$ cat config.mk
export PLATFORM = sky130hd
export DESIGN_NAME = pll_lock_ctrl
export DESIGN_NICKNAME = d
export VERILOG_FILES = /design/src/rtl/pll_pkg.sv /design/src/rtl/pll_lock_ctrl_abs_diff.sv /design/src/rtl/pll_lock_ctrl.sv
export SDC_FILE = /design/constraint.sdc
export NUM_CORES = 1
export LEC_CHECK = 0
export CORE_MARGIN = 4
export CORE_UTILIZATION = 70
export DETAILED_ROUTE_END_ITERATION = 8
export DONT_BUFFER_PORTS = 1
export PLACE_DENSITY = 0.83
export SLEW_MARGIN = 20
export SYNTH_ARGS = -nofsm -noshare
export SYNTH_HDL_FRONTEND = slang
export SYNTH_SLANG_ARGS = --single-unit
$ cat constraint.sdc
create_clock -name clk -period 9.8 [get_ports clk]
set_input_delay 0.49 -clock clk [delete_from_list [all_inputs] [get_ports clk]]
set_output_delay 0.49 -clock clk [all_outputs]
set_load 0.01 [all_outputs]
$ cat src/rtl/pll_pkg.sv
// Shared types and defaults for the PLL acquisition / lock-supervision controller.
package pll_pkg;

  localparam int unsigned BIT_COUNT_DEF = 24;

  typedef enum logic [2:0] {
    ST_IDLE    = 3'd0,
    ST_RESET   = 3'd1,
    ST_ACQUIRE = 3'd2,
    ST_LOCKED  = 3'd3,
    ST_FAIL    = 3'd4
  } pll_state_e;

endpackage

$ cat src/rtl/pll_lock_ctrl_abs_diff.sv
// Combinational unsigned distance |a - b|, formed as larger minus smaller so it never wraps.
module abs_diff #(
  parameter int unsigned WIDTH = 24
) (
  input  logic [WIDTH-1:0] a_i,
  input  logic [WIDTH-1:0] b_i,
  output logic [WIDTH-1:0] diff_o
);

  // Subtract the smaller operand from the larger one.
  always_comb begin
    if (a_i >= b_i) begin
      diff_o = a_i - b_i;
    end else begin
      diff_o = b_i - a_i;
    end
  end

endmodule

$ cat src/rtl/pll_lock_ctrl.sv
// PLL acquisition and lock supervisor: sequences loop-filter reset, watches the speed
// word for stability, declares lock, detects loss of lock, retries and flags failure.
module pll_lock_ctrl
  import pll_pkg::*;
#(
  parameter int unsigned BIT_COUNT     = BIT_COUNT_DEF,
  parameter int unsigned LOCK_WINDOW   = 16,
  parameter int unsigned LOCK_CYCLES   = 1024,
  parameter int unsigned UNLOCK_WINDOW = 64,
  parameter int unsigned ACQ_TIMEOUT   = 65536,
  parameter int unsigned MAX_RETRIES   = 3,
  parameter int unsigned HOLD_CYCLES   = 8
) (
  input  logic                               clk,
  input  logic                               rst_n,
  input  logic                               enable,
  input  logic [BIT_COUNT-1:0]               speed_var,
  output logic                               lf_rst,
  output logic                               locked,
  output logic                               lol,
  output logic                               fail,
  output logic [2:0]                         state,
  output logic [$clog2(MAX_RETRIES+1)-1:0]   retry_cnt
);

  localparam int unsigned SW = $clog2(LOCK_CYCLES) + 1;
  localparam int unsigned TW = $clog2(ACQ_TIMEOUT) + 1;
  localparam int unsigned HW = $clog2(HOLD_CYCLES) + 1;
  localparam int unsigned RW = $clog2(MAX_RETRIES + 1);

  localparam logic [SW-1:0]        STABLE_LIM = SW'(LOCK_CYCLES);
  localparam logic [SW-1:0]        STABLE_ONE = {{(SW-1){1'b0}}, 1'b1};
  localparam logic [TW-1:0]        TMO_LIM    = TW'(ACQ_TIMEOUT);
  localparam logic [TW-1:0]        TMO_ONE    = {{(TW-1){1'b0}}, 1'b1};
  localparam logic [HW-1:0]        HOLD_LAST  = HW'(HOLD_CYCLES - 1);
  localparam logic [HW-1:0]        HOLD_ONE   = {{(HW-1){1'b0}}, 1'b1};
  localparam logic [RW-1:0]        RETRY_LIM  = RW'(MAX_RETRIES);
  localparam logic [RW-1:0]        RETRY_ONE  = {{(RW-1){1'b0}}, 1'b1};
  localparam logic [BIT_COUNT-1:0] LOCK_WIN   = BIT_COUNT'(LOCK_WINDOW);
  localparam logic [BIT_COUNT-1:0] UNLOCK_WIN = BIT_COUNT'(UNLOCK_WINDOW);

  pll_state_e           state_q, state_d;
  logic [BIT_COUNT-1:0] ref_q, ref_d, lock_ref_q, lock_ref_d;
  logic [SW-1:0]        stable_q, stable_d, stable_inc_s;
  logic [TW-1:0]        tmo_q, tmo_d, tmo_inc_s;
  logic [HW-1:0]        hold_q, hold_d;
  logic [RW-1:0]        retry_q, retry_d;
  logic                 first_q, first_d;
  logic                 lol_q, lol_d;
  logic                 lf_rst_q, lf_rst_d, locked_q, locked_d, fail_q, fail_d;
  logic [BIT_COUNT-1:0] acq_diff_s, lock_diff_s;
  logic                 lock_hit_s;

  abs_diff #(.WIDTH(BIT_COUNT)) u_acq_diff (
    .a_i    (speed_var),
    .b_i    (ref_q),
    .diff_o (acq_diff_s)
  );

  abs_diff #(.WIDTH(BIT_COUNT)) u_lock_diff (
    .a_i    (speed_var),
    .b_i    (lock_ref_q),
    .diff_o (lock_diff_s)
  );

  // Saturating increments of the stability and timeout counters.
  always_comb begin
    if (stable_q == STABLE_LIM) begin
      stable_inc_s = stable_q;
    end else begin
      stable_inc_s = stable_q + STABLE_ONE;
    end
    if (tmo_q == TMO_LIM) begin
      tmo_inc_s = tmo_q;
    end else begin
      tmo_inc_s = tmo_q + TMO_ONE;
    end
  end

  assign lock_hit_s = (acq_diff_s <= LOCK_WIN) && (stable_inc_s == STABLE_LIM);

  // Next-state, datapath and registered-output decode.
  always_comb begin
    state_d    = state_q;
    ref_d      = ref_q;
    lock_ref_d = lock_ref_q;
    stable_d   = stable_q;
    tmo_d      = tmo_q;
    hold_d     = hold_q;
    retry_d    = retry_q;
    lol_d      = lol_q;
    first_d    = 1'b0;
    if (!enable) begin
      state_d = ST_IDLE;
    end else begin
      case (state_q)
        ST_IDLE: begin
          state_d = ST_RESET;
          hold_d  = {HW{1'b0}};
          retry_d = {RW{1'b0}};
          lol_d   = 1'b0;
        end
        ST_RESET: begin
          if (hold_q == HOLD_LAST) begin
            state_d = ST_ACQUIRE;
            first_d = 1'b1;
          end else begin
            hold_d = hold_q + HOLD_ONE;
          end
        end
        ST_ACQUIRE: begin
          if (first_q) begin
            ref_d    = speed_var;
            stable_d = {SW{1'b0}};
            tmo_d    = {TW{1'b0}};
          end else begin
            tmo_d = tmo_inc_s;
            if (acq_diff_s > LOCK_WIN) begin
              ref_d    = speed_var;
              stable_d = {SW{1'b0}};
            end else begin
              stable_d = stable_inc_s;
            end
            // Lock takes precedence over a timeout landing in the same cycle.
            if (lock_hit_s) begin
              state_d    = ST_LOCKED;
              lock_ref_d = speed_var;
            end else if (tmo_inc_s == TMO_LIM) begin
              if (retry_q < RETRY_LIM) begin
                retry_d = retry_q + RETRY_ONE;
                hold_d  = {HW{1'b0}};
                state_d = ST_RESET;
              end else begin
                state_d = ST_FAIL;
              end
            end else begin
              state_d = ST_ACQUIRE;
            end
          end
        end
        ST_LOCKED: begin
          if (lock_diff_s > UNLOCK_WIN) begin
            state_d = ST_ACQUIRE;
            first_d = 1'b1;
            lol_d   = 1'b1;
          end else begin
            state_d = ST_LOCKED;
          end
        end
        ST_FAIL: begin
          state_d = ST_FAIL;
        end
        default: begin
          state_d = ST_IDLE;
        end
      endcase
    end

    case (state_d)
      ST_ACQUIRE, ST_LOCKED: lf_rst_d = 1'b0;
      default:               lf_rst_d = 1'b1;
    endcase
    locked_d = (state_d == ST_LOCKED);
    fail_d   = (state_d == ST_FAIL);
  end

  // Controller state, counters, references and registered outputs.
  always_ff @(posedge clk or negedge rst_n) begin
    if (!rst_n) begin
      state_q    <= ST_IDLE;
      ref_q      <= {BIT_COUNT{1'b0}};
      lock_ref_q <= {BIT_COUNT{1'b0}};
      stable_q   <= {SW{1'b0}};
      tmo_q      <= {TW{1'b0}};
      hold_q     <= {HW{1'b0}};
      retry_q    <= {RW{1'b0}};
      first_q    <= 1'b0;
      lol_q      <= 1'b0;
      lf_rst_q   <= 1'b1;
      locked_q   <= 1'b0;
      fail_q     <= 1'b0;
    end else begin
      state_q    <= state_d;
      ref_q      <= ref_d;
      lock_ref_q <= lock_ref_d;
      stable_q   <= stable_d;
      tmo_q      <= tmo_d;
      hold_q     <= hold_d;
      retry_q    <= retry_d;
      first_q    <= first_d;
      lol_q      <= lol_d;
      lf_rst_q   <= lf_rst_d;
      locked_q   <= locked_d;
      fail_q     <= fail_d;
    end
  end

  assign state     = state_q;
  assign lf_rst    = lf_rst_q;
  assign locked    = locked_q;
  assign lol       = lol_q;
  assign fail      = fail_q;
  assign retry_cnt = retry_q;

endmodule

==> results of run 1 <==
[metal layers]
layer / track usage [%] / share of wire, %
met5: 0 / 0
met4: 12.1 / 3.2
met3: 6.00 / 9.2
met2: 51.7 / 43
met1: 51.2 / 45
[power by group through the flow]
stage | Combinational, mW | Sequential (mW) | Clock (mW)
finish | 0.363 | 0.397 | 0.369
floorplan | 0.275 | 0.400 | 0
global route | 0.394 | 0.399 | 0.388
CTS | 0.352 | 0.396 | 0.373
detailed placement | 0.339 | 0.403 | 0
global placement | 0.338 | 0.403 | 0
[logic make-up after synthesis]
| logic type | synth area share, % |
|---|---|
| AND/OR/NAND/NOR | 22.5 |
| multiplexers | 1.81 |
| adder cells (fa/ha/maj) | 12.8 |
| flip-flops | 22.3 |
| XOR/XNOR | 2.60 |
| buffers and inverters | 7.27 |
| AO/OA/AOI/OAI | 30.8 |
[sequential cells by signal, summed over array words and instances, names as in the netlist]
register	flops
fail	1
first_q	1
hold_q	4
lf_rst	1
lock_ref_q	24
locked	1
lol	1
ref_q	24
retry_cnt	2
stable_q	11
state	3
tmo_q	17
[final cells by class]
class                      count  area share [%]
clock buffer                   9            2.18
clock inverter                 7           0.835
inverter                      94            3.41
multi-input combinational   1067            68.9
sequential                    90            21.8
tap                          180            2.18
timing repair buffer           6           0.654
[how the worst max path moves through the flow]
stage,depth (start not counted),from,endpoint,slack [ps]
3_5_place_dp,14,speed_var[17],ref_q[23],4680
2_1_floorplan,16,speed_var[5],lock_ref_q[23],5800
4_1_cts,13,ref_q[17],ref_q[23],4810
6_report,13,ref_q[17],ref_q[23],4770
3_3_place_gp,14,speed_var[17],ref_q[23],4760
5_1_grt,13,ref_q[17],ref_q[23],4470
[critical path: cells and delay by family (launching register included)]
| family | cells | cell delay (ps) |
|---|---|---|
| AO/OA/AOI/OAI | 5 | 1780 |
| multiplexers | 1 | 380 |
| flip-flops | 1 | 410 |
| AND/OR/NAND/NOR | 4 | 1320 |
| adder cells (fa/ha/maj) | 1 | 430 |
| buffers and inverters | 2 | 580 |
[through the flow]
step                      cell area (sq um)  hold WS [ps]  total power, mW  setup WS, ps  cells
after floorplan                       10100           194            0.675          5800   1322
after global placement                 9990           199            0.740          4760   1435
after detailed placement               9990           199            0.743          4680   1435
after CTS                             10300          61.7             1.12          4810   1453
after global routing                  10300          78.9             1.18          4470   1453
final                                 10300          49.2             1.13          4770   1453
[cell usage after synthesis, drive strengths merged (6+ instances only)]
master	count	area share, %
a211o	10	0.87
a211oi	20	1.5
a21o	28	2.1
a21oi	123	6.5
a22o	6	0.61
a31oi	23	1.4
and2	16	0.99
and3	22	1.4
buf	34	2.4
clkbuf	37	1.4
dfrtp	89	22
ha	100	12
inv	94	3.5
mux2i	10	0.99
nand2	151	5.8
nand2b	15	0.93
nand3	39	2.0
nand4	30	2.2
nor2	70	2.7
nor2b	17	1.1
nor3	29	1.5
nor3b	7	0.52
nor4	11	0.80
o211ai	13	0.96
o21a	18	1.3
o21ai	155	8.2
o21bai	11	0.82
o22ai	8	0.49
o31ai	8	0.64
or2	11	0.68
xnor2	16	1.4
xor2	14	1.2
[repair_timing]
item / CTS / global route
hold buffers: 2 / 0
setup endpoints to repair: 0 / 0
hold endpoints to repair: 89 / 0
[cell usage in the layout, fill, tap and decap left out, types with 13 or more instances in the layout]
cell | synthesis | layout
nand4_1 | 28 | 28
a31oi_1 | 23 | 23
a21o_1 | 28 | 28
o21a_1 | 17 | 17
nand3_1 | 38 | 38
o21ai_0 | 122 | 122
dfrtp_1 | 89 | 89
xor2_1 | 14 | 14
and3_1 | 22 | 22
nor3_1 | 27 | 27
o21ai_1 | 21 | 21
a211oi_1 | 19 | 19
a21oi_1 | 117 | 117
o211ai_1 | 13 | 13
and2_1 | 16 | 16
inv_1 | 94 | 94
nand2b_1 | 15 | 15
nor2b_1 | 17 | 17
xnor2_1 | 16 | 16
ha_1 | 100 | 100
nor2_1 | 68 | 68
nand2_1 | 147 | 147
==> impl_metrics.json, run 1 <==
{
  "power.leakage_nw": 4.39,
  "layout-drive-gt1-share_pct": 6.60,
  "worstPathCellList": "ha_1 > a21oi_1 > o21ai_1 > a211oi_2 > nand2_4 > or4_4 > a2111oi_4 > nand4_1 > nor4_2 > buf_4 > a21o_1 > buf_4 > mux2_2",
  "final.fill_count": 1155,
  "grt_pass1_wl_mm": 46.4,
  "place_congestion": 1.02,
  "ir_drop_v": 0.0000885,
  "wl_per_cell_um": 19.5,
  "fin_setup_tns_ps": 0,
  "pwr-share-seq_pct": 35.2,
  "synth_cells": 1322,
  "async_flop_share_pct": 100,
  "relSlewSlack_pct": 36.7,
  "grt_max_degree": 90,
  "dieArea_sq_mm": 0.0164,
  "pwr-share-clk_pct": 32.7,
  "avgSynthCellArea_sq_um": 7.65,
  "clock_sinks": 90,
  "status": "complete, no violations",
  "drv_cap": 0,
  "p_int_uw": 719,
  "powerDensity_mw_per_mm2": 109,
  "dp_hpwl_mm": 21.7,
  "core_sq_mm": 0.0140,
  "io_pins": 36,
  "reg2reg_slack_ps": 4770,
  "rsz0062_at_grt": "false",
  "area_growth_pct": 2.19,
  "fin_crit_sh_pct": 51.4,
  "vias_per_cell": 6.83,
  "syn-cell-area_sq_mm": 0.0101,
  "htreeDepth": 3,
  "ys_ff_latch": 90,
  "vias": 9922,
  "required_ps": 10040,
  "grt_pass1_vias": 8994,
  "multiInputGateArea_sq_mm": 0.00713,
  "clk_pin_slew_ps": 70,
  "drc_errors": 0,
  "clk_latency_ps": 360,
  "synth_flop_cell": "dfrtp_1",
  "wl_mm": 28.3,
  "fin_worst_skew_ps": 13.7,
  "gr-total-overflow": 0,
  "p_switching_uw": 409,
  "r2r_cells": 13,
  "slew_violations": 0,
  "worstReg2RegStart": "ref_q[17]",
  "rr_endpoint": "ref_q[23]",
  "hold_viol_final": 0,
  "min_path_type": "in -> async",
  "cts_tree": "yes",
  "max-clock-path-buffers": 2,
  "die_w_um": 128,
  "ys_seq_area_share_pct": 22.3,
  "end_kind": "flip-flop",
  "ant_nets": 0,
  "nNetsFinal": 1397,
  "post-route-min-period_ps": 5030,
  "synthesis.nets": 1451,
  "crit_fanout": 47,
  "switching_share_pct": 36.3,
  "cp_common_cell": "buf_4",
  "track_usage_pct": 34.9,
  "die_h_um": 128,
  "final_util_pct": 73.6,
  "first_pass_iters": 6,
  "cts.repair.resized": 0,
  "antenna_cells": 0,
  "regArea_sq_mm": 0.00225,
  "pwr-share-comb_pct": 32.2,
  "drtIter0Drc": 1346,
  "cts_root_buf": "clkbuf_16",
  "io_buffers": 0,
  "worstMarginPinSlew_ps": 948,
  "crit_path_start_kind": "flip-flop",
  "post_cts_buffers": 0,
  "crit_type": "reg -> reg",
  "fmax_mhz": 199,
  "cts_buffers": 9,
  "slowest_delay_ps": 840,
  "rows": 43,
  "critPathArrivalTime_ps": 5280,
  "synth_cell_types": 93,
  "synth_edf_count": 0,
  "setup_viol": 0,
  "yosysWarnings": 0,
  "initial_utilization_pct": 72.0,
  "cp_slowest_cell": "a211oi_2",
  "antenna_found_initial": 0
}
Note: power is estimated with default switching activity, not from simulation.
==> run 2, diff against run 1 <==
Settings changed: CORE_UTILIZATION 70 to 60, PLACE_DENSITY 0.83 to 0.76.
Clock period 9.8 ns to 4.5 ns, I/O delays scaled along.
==> run 2 against run 1 <==
  * Worst hold slack got worse by 26 ps
  * Clock-buffer cell count unchanged
  * Flip-flop and latch count is the same
==> impl_metrics.json, run 2 (synthesis gave the netlist of run 1 again) <==
{
  "status": "complete, no violations",
  "mostFrequentLayoutCells": "147 x nand2_1, 120 x o21ai_0, 115 x a21oi_1, 94 x inv_1, 93 x ha_1",
  "vias_per_cell": 6.54,
  "met2_length_mm": 12.3,
  "fin_worst_skew_ps": 15.0,
  "htreeDepth": 3,
  "highest_layer": "met4",
  "dieArea_sq_mm": 0.0190,
  "end_kind": "flip-flop",
  "die_h_um": 138,
  "critPathArrivalTime_ps": 4550,
  "hold_viol_final": 0,
  "gr-total-overflow": 0,
  "powerDensity_mw_per_mm2": 229,
  "fmax_mhz": 232,
  "core_sq_mm": 0.0165,
  "clk_latency_ps": 350,
  "clk_pin_slew_ps": 80,
  "relSlewSlack_pct": 41.8,
  "regArea_sq_mm": 0.00225,
  "power.leakage_nw": 4.52,
  "layout-drive-gt1-share_pct": 9.99,
  "cts_buffers": 9,
  "max-clock-path-buffers": 2,
  "power_mw": 2.45,
  "track_usage_pct": 30.4,
  "setup_viol": 0,
  "final.fill_count": 1453,
  "slowest_delay_ps": 430,
  "worstPathCellList": "inv_1 > ha_1 > fa_1 > nand3b_1 > a211oi_1 > o22ai_1 > o21ai_0 > nor3_1 > a211o_1 > o211a_1 > a2111oi_0 > nand4_1 > nor4_2 > buf_4 > o21bai_1 > a22o_1",
  "nNetsFinal": 1425,
  "worstMarginPinSlew_ps": 873,
  "fin_crit_sh_pct": 95.7,
  "wl_per_cell_um": 18.8,
  "rows": 47,
  "cp_slowest_cell": "nor4_2",
  "grt_max_degree": 91,
  "multiInputGateArea_sq_mm": 0.00720,
  "clock_sinks": 90,
  "post-route-cell-area_sq_mm": 0.0107,
  "first_pass_iters": 7,
  "drc_errors": 0,
  "grt_pass1_wl_mm": 46.6,
  "min_path_type": "in -> reg",
  "antenna_found_initial": 0,
  "cts_tree": "yes",
  "io_pins": 36,
  "wl_met1_mm": 13.2,
  "final_common_cell": "nand2_1",
  "wl_mm": 28.7,
  "ant_nets": 0,
  "cts_root_buf": "clkbuf_16",
  "crit_type": "reg -> reg",
  "largestRegisters": "lock_ref_q (24), ref_q (24), tmo_q (17)",
  "place_congestion": 0.993,
  "die_w_um": 138,
  "ir_drop_v": 0.000188,
  "required_ps": 4740,
  "crit_fanout": 3,
  "drv_cap": 0,
  "crit_path_start_kind": "flip-flop",
  "antenna_cells": 0,
  "vias": 9951,
  "grt_pass1_vias": 9016,
  "met3_length_mm": 2.24,
  "drtIter0Drc": 1295,
  "dp_hpwl_mm": 22.1,
  "slew_violations": 0,
  "post-route-min-period_ps": 4310,
  "io_buffers": 0,
  "initial_utilization_pct": 61.2,
  "area_growth_pct": 5.44,
  "place_area_sq_mm": 0.0102
}
==> run 2: path summary, 6_finish.rpt <==
kind                            depth (start not counted)           from             end  slack, ps
worst max register to register                         16  lock_ref_q[0]             lol        190
worst max-delay path                                   16  lock_ref_q[0]             lol        190
min in group asynchronous                               2          rst_n  lock_ref_q[13]        530
worst min-delay path                                    1  speed_var[23]  lock_ref_q[23]         20
max in group asynchronous                               2          rst_n          lf_rst       3590
worst min register to register                          2      ref_q[11]       ref_q[11]        520
==> run 2: worst max-delay path, delay by kind of cell (launching register included) <==
| kind | cells | cell delay (ps) |
|---|---|---|
| buf+inv | 2 | 270 |
| simple gates | 4 | 1040 |
| compound gates | 8 | 1880 |
| flops | 1 | 380 |
| fa+ha+maj | 2 | 650 |
==> run 2: report_power, final <==
part	switching (mW)	leakage, nW	total (mW)	internal (mW)
Clock	0.370	0.138	0.760	0.390
Sequential	0.0276	1.24	0.863	0.835
Combinational	0.509	3.14	0.825	0.315
Total	0.907	4.52	2.45	1.54
==> run 2: layout make-up <==
cell class,instances,area share [%]
sequential,90,21.1
timing repair buffer,34,2.76
tap,220,2.58
multi-input combinational,1067,67.5
clock inverter,7,0.645
clock buffer,9,2.11
inverter,94,3.31
==> run 2: routing by layer <==
| layer | track usage [%] | vias to the layer above |
|---|---|---|
| met5 | 0 | - |
| met4 | 9.82 | 0 |
| met3 | 4.72 | 84 |
| met2 | 44.4 | 481 |
| met1 | 45.7 | 4629 |
| li1 | - | 4757 |
==> run 2: repair_timing <==
action / CTS / global route
setup endpoints to repair: 0 / 57
gates resized for setup: 0 / 21
hold buffers: 2 / 0
buffers inserted: 0 / 2
hold endpoints to repair: 90 / 0
==> run 2: stage by stage <==
step	utilization, %	setup TNS (ps)	std cells	worst slack (ps)	hold slack, ps
3_5_place_dp	62.0	0	1501	101	-65.8
3_3_place_gp	62.0	0	1501	87.9	-66.3
6_report	64.6	0	1521	192	23.4
4_1_cts	64.0	0	1519	93.0	12.0
2_1_floorplan	-	0	1322	698	-70.6
5_1_grt	64.6	-14.4	1521	-14.4	9.35
